File: src/rtl/reg_file_arbiter.sv
// Four-entry register file shared by two requesters through a round-robin arbiter.
// Each granted access takes one ACCESS cycle; a clear command zeroes the bank over four cycles.
`timescale 1ns/1ps
module reg_file_arbiter #(
  parameter int DW    = 8,
  parameter int DEPTH = 4
) (
  input  logic          clk,
  input  logic          reset_n,
  input  logic          req0,
  input  logic          req1,
  input  logic          we0,
  input  logic          we1,
  input  logic [1:0]    addr0,
  input  logic [1:0]    addr1,
  input  logic [DW-1:0] wdata0,
  input  logic [DW-1:0] wdata1,
  input  logic          clear_n,
  output logic          gnt0,
  output logic          gnt1,
  output logic [DW-1:0] rdata,
  output logic          rvalid,
  output logic          busy
);

  typedef enum logic [1:0] {IDLE, ACCESS, CLEAR} state_e;

  state_e        r_state;
  state_e        w_nextState;
  logic          w_start;
  logic          w_winner;
  logic          r_lastGnt;
  logic [1:0]    r_clrCnt;
  logic          r_we;
  logic [1:0]    r_addr;
  logic [DW-1:0] r_wdata;
  logic [DW-1:0] r_mem [DEPTH];
  logic [DW-1:0] r_rdata;
  logic          r_rvalid;
  logic          r_gnt0;
  logic          r_gnt1;

  always_ff @(posedge clk) begin
    if (!reset_n) r_state <= IDLE;
    else          r_state <= w_nextState;
  end

  // r_lastGnt=1 after reset so requester 0 wins the first contended arbitration
  always_comb begin
    w_winner = 1'b0;
    if (req0 && req1) w_winner = ~r_lastGnt;
    else if (req1)    w_winner = 1'b1;
  end

  assign w_start = (r_state == IDLE) && clear_n && (req0 || req1);

  always_comb begin
    w_nextState = r_state;
    case (r_state)
      IDLE: begin
        if (!clear_n)     w_nextState = CLEAR;
        else if (w_start) w_nextState = ACCESS;
      end
      ACCESS:  w_nextState = IDLE;
      CLEAR:   if (r_clrCnt == 2'd3) w_nextState = IDLE;
      default: w_nextState = IDLE;
    endcase
  end

  always_comb begin
    busy = (r_state != IDLE);
  end

  always_ff @(posedge clk) begin
    if (!reset_n) begin
      r_gnt0    <= 1'b0;
      r_gnt1    <= 1'b0;
      r_rvalid  <= 1'b0;
      r_rdata   <= '0;
      r_lastGnt <= 1'b1;
      r_clrCnt  <= 2'd0;
      r_we      <= 1'b0;
      r_addr    <= 2'd0;
      r_wdata   <= '0;
      for (int i = 0; i < DEPTH; i++) r_mem[i] <= '0;
    end else begin
      r_gnt0   <= 1'b0;
      r_gnt1   <= 1'b0;
      r_rvalid <= 1'b0;
      case (r_state)
        IDLE: begin
          if (w_start) begin
            r_gnt0    <= ~w_winner;
            r_gnt1    <= w_winner;
            r_lastGnt <= w_winner;
            r_we      <= w_winner ? we1 : we0;
            r_addr    <= w_winner ? addr1 : addr0;
            r_wdata   <= w_winner ? wdata1 : wdata0;
          end
        end
        ACCESS: begin
          if (r_we) begin
            r_mem[r_addr] <= r_wdata;
          end else begin
            r_rdata  <= r_mem[r_addr];
            r_rvalid <= 1'b1;
          end
        end
        CLEAR: begin
          // counter wraps to 0 on the last entry, ready for the next clear
          r_mem[r_clrCnt] <= '0;
          r_clrCnt        <= r_clrCnt + 2'd1;
        end
        default: ;
      endcase
    end
  end

  assign gnt0   = r_gnt0;
  assign gnt1   = r_gnt1;
  assign rdata  = r_rdata;
  assign rvalid = r_rvalid;

endmodule

File: config.mk
export PLATFORM = sky130hd
export DESIGN_NAME = reg_file_arbiter
export DESIGN_NICKNAME = d
export VERILOG_FILES = /design/src/rtl/reg_file_arbiter.sv
export SDC_FILE = /design/constraint.sdc
export NUM_CORES = 1
export LEC_CHECK = 0
export BUFFER_PORTS_ARGS = -buffer_cell sky130_fd_sc_hd__buf_2
export CORE_MARGIN = 2
export CORE_UTILIZATION = 30
export CTS_BUF_LIST = sky130_fd_sc_hd__clkbuf_8
export DETAILED_ROUTE_END_ITERATION = 12
export GPL_ROUTABILITY_DRIVEN = 0
export GPL_TIMING_DRIVEN = 0
export PLACE_DENSITY = 0.47
export SYNTH_ARGS = -nofsm -noshare
export SYNTH_HDL_FRONTEND = slang
export SYNTH_SLANG_ARGS = --single-unit
File: constraint.sdc
create_clock -name clk -period 5.7 [get_ports clk]
set_clock_uncertainty 0.2 [all_clocks]
set_input_delay 1.71 -clock clk [delete_from_list [all_inputs] [get_ports clk]]
set_output_delay 1.71 -clock clk [all_outputs]
set_load 0.02 [all_outputs]
==> results.ini <==
[logic_synthesis]
synth_fp_nets = 238
ys_top_cells_by_count = edfxtp_1 (32), dfxtp_1 (27), nor2_1 (27)
synth_ff_type = edfxtp_1
synth_area_leader_cell = edfxtp_1
ys_warn_count = 0
synth_area_um2 = 2570
synthTopCellsByArea = edfxtp_1 (37%), dfxtp_1 (21%), mux4_2 (7.0%), mux2i_1 (4.7%), nor2_1 (3.9%)
ys_ff_latch = 59
synth_most_common_cell = edfxtp_1
syn_inst = 210
synth_top_area_share_pct = 37.39
async_flop_share_pct = 0
synth_edf_count = 32
synth_seq_area_share_pct = 58.42
avgSynthCellArea_um2 = 12.24
synth_cell_types = 33

[sta]
hold_ws_ps = 260.2
setup_viol = 0
rsz0062_at_grt = no
slew_violations = 0
finalHoldViolCount = 0
tightest_slew_ps = 657.9
min_period_ps = 3237
period_share_pct = 56.79
fin_tns_setup_ps = 0
max_freq_ghz = 0.3089
slew_headroom_pct = 56.14

[routing]
route.final.wire_length_um = 5689
drc = 0
wl_per_cell_um = 15.38
drt_iter0_drc = 93
vias_per_cell = 4.714
route.vias.total = 1744
firstDrtPassIters = 4
antenna_left = 0

[cts]
root_buffer = clkbuf_8
postCtsHoldBufs = 0
cts_tree = yes
htreeDepth = 3
cts_sinks = 59
postCtsSetupBuffers = 0
clk_pin_slew_worst_paths_ps = 70
clkLatencyLatePin_ps = 330
cts-resized-gates = 0
cts.path.max_buffers = 2
numCtsBuffers = 9

[status]
outcome = finished, final reports clean

[pwr]
vdd_drop_max_mv = 0.08188
leakage_nw = 1.284
p_total_mw = 0.9526
p_per_area_nw_per_um2 = 307.7

[global_route]
grt_max_degree = 12
grt_pass1_vias = 1727
grt_pass1_wl_um = 9066
grt_use_total_pct = 13.67
overflow = 0
antenna_found_initial = 0

[critical_path]
crit_fanout = 10
cp.arrival_ps = 1330
required_ps = 3790
r2r_slack_ps = 3330
start_kind = flip-flop
crit_type = reg2out
cp-end-kind = output pin

[final_layout]
drive_above_1_share_pct = 31.70
n_antenna_cell = 0
nNetsFinal = 288
syn2layout_area_growth_pct = 20.45

[die]
coreArea_um2 = 8258
die_h_um = 96.56
io_pins = 39
die-width_um = 96.56
start_util_pct = 31.12
dieArea_um2 = 9323
rows = 33

[worst_hold_path]
worst_hold_path_type = reg2reg

[job]
drv_cap = 0

[placed_design]
port_buffers = 38
hpwlAfterDp_um = 3962

==> per-layer routing <==
metal | track usage [%] | vias up | routed length (um)
met3 | 3.258 | 5 | 176
met5 | 0 | - | 0
met4 | 7.042 | 0 | 95
li1 | - | 874 | -
met1 | 17.42 | 841 | 2727
met2 | 21.64 | 24 | 2689
==> power by group <==
group / internal [mW] / switching (mW) / leakage (nW)
Combinational: 0.0433 / 0.0546 / 0.631
Clock: 0.200 / 0.175 / 0.0993
Sequential: 0.469 / 0.0107 / 0.553
Total: 0.712 / 0.240 / 1.28
==> cell families (layout without fill, tap and decap cells) <==
logic type               after synthesis  in the layout  share of synthesized area, %
multiplexers                          20             20                         11.68
buffers and inverters                 24             79                         4.138
AND/OR/NAND/NOR                       67             67                         13.83
adder cells (fa/ha/maj)                1              1                        0.4868
flip-flops                            59             59                         58.42
AO/OA/AOI/OAI                         39             39                         11.44
==> final timing paths <==
kind / startpoint / endpoint / cells past startpoint
setup / recovery: r_state[0]$_SDFFE_PN0P_ / busy / 3
hold / removal: rdata[3]$_SDFFE_PN0P_ / rdata[3]$_SDFFE_PN0P_ / 2
setup reg to reg: r_addr[1]$_SDFFE_PN0P_ / r_mem[2][6]$_SDFFCE_PN0P_ / 4
hold reg to reg: rdata[3]$_SDFFE_PN0P_ / rdata[3]$_SDFFE_PN0P_ / 2
==> layout by cell type, fill, tap and decap left out, types with 2 or more instances in the layout <==
cell | Yosys | layout
buf_2 | 7 | 45
edfxtp_1 | 32 | 32
nor2_1 | 27 | 27
dfxtp_1 | 27 | 27
nand2_1 | 20 | 20
a21oi_1 | 13 | 13
mux2i_1 | 12 | 12
a211oi_1 | 11 | 11
inv_1 | 10 | 10
clkbuf_8 | 0 | 9
mux4_2 | 8 | 8
o2bb2ai_1 | 8 | 8
clkbuf_1 | 5 | 5
nor3b_2 | 4 | 4
buf_4 | 2 | 3
and2_1 | 3 | 3
clkinv_2 | 0 | 3
or2_2 | 2 | 2
and4b_1 | 2 | 2
o221ai_2 | 2 | 2
==> layout make-up <==
| class | instances | area, um2 |
|---|---|---|
| plain buffers | 14 | 68.82 |
| clock buffers | 9 | 123.9 |
| clock inverters | 7 | 67.56 |
| fillers | 850 | 5162 |
| inverters | 10 | 37.54 |
| multi-input cells | 127 | 967.2 |
| flip-flops and latches | 59 | 1501 |
| well taps | 105 | 131.4 |
| repair buffers | 39 | 197.7 |
==> state kept, by name (all words and copies together) (netlist names) <==
| signal | count |
|---|---|
| r_clrCnt | 2 |
| r_lastGnt | 1 |
| r_addr | 2 |
| gnt1 | 1 |
| gnt0 | 1 |
| rdata | 8 |
| r_state | 2 |
| r_wdata | 8 |
| rvalid | 1 |
| r_mem | 32 |
| r_we | 1 |
==> worst max-delay path: stages (launching register included) <==
cell     delay [ps]
dfxtp_1         350
buf_2           190
or2_2           290
buf_2           160
==> metrics by stage <==
step                      instances  utilization [%]  setup slack (ps)  area [um2]
after floorplan                 210                -              2782        2570
after global placement          353            35.02              2088        2892
after detailed placement        354            35.17              2143        2904
after CTS                       370            37.48              2454        3095
after global routing            370            37.48              2392        3095
final                           370            37.48              2463        3095
(Power assumes the default switching activity.)
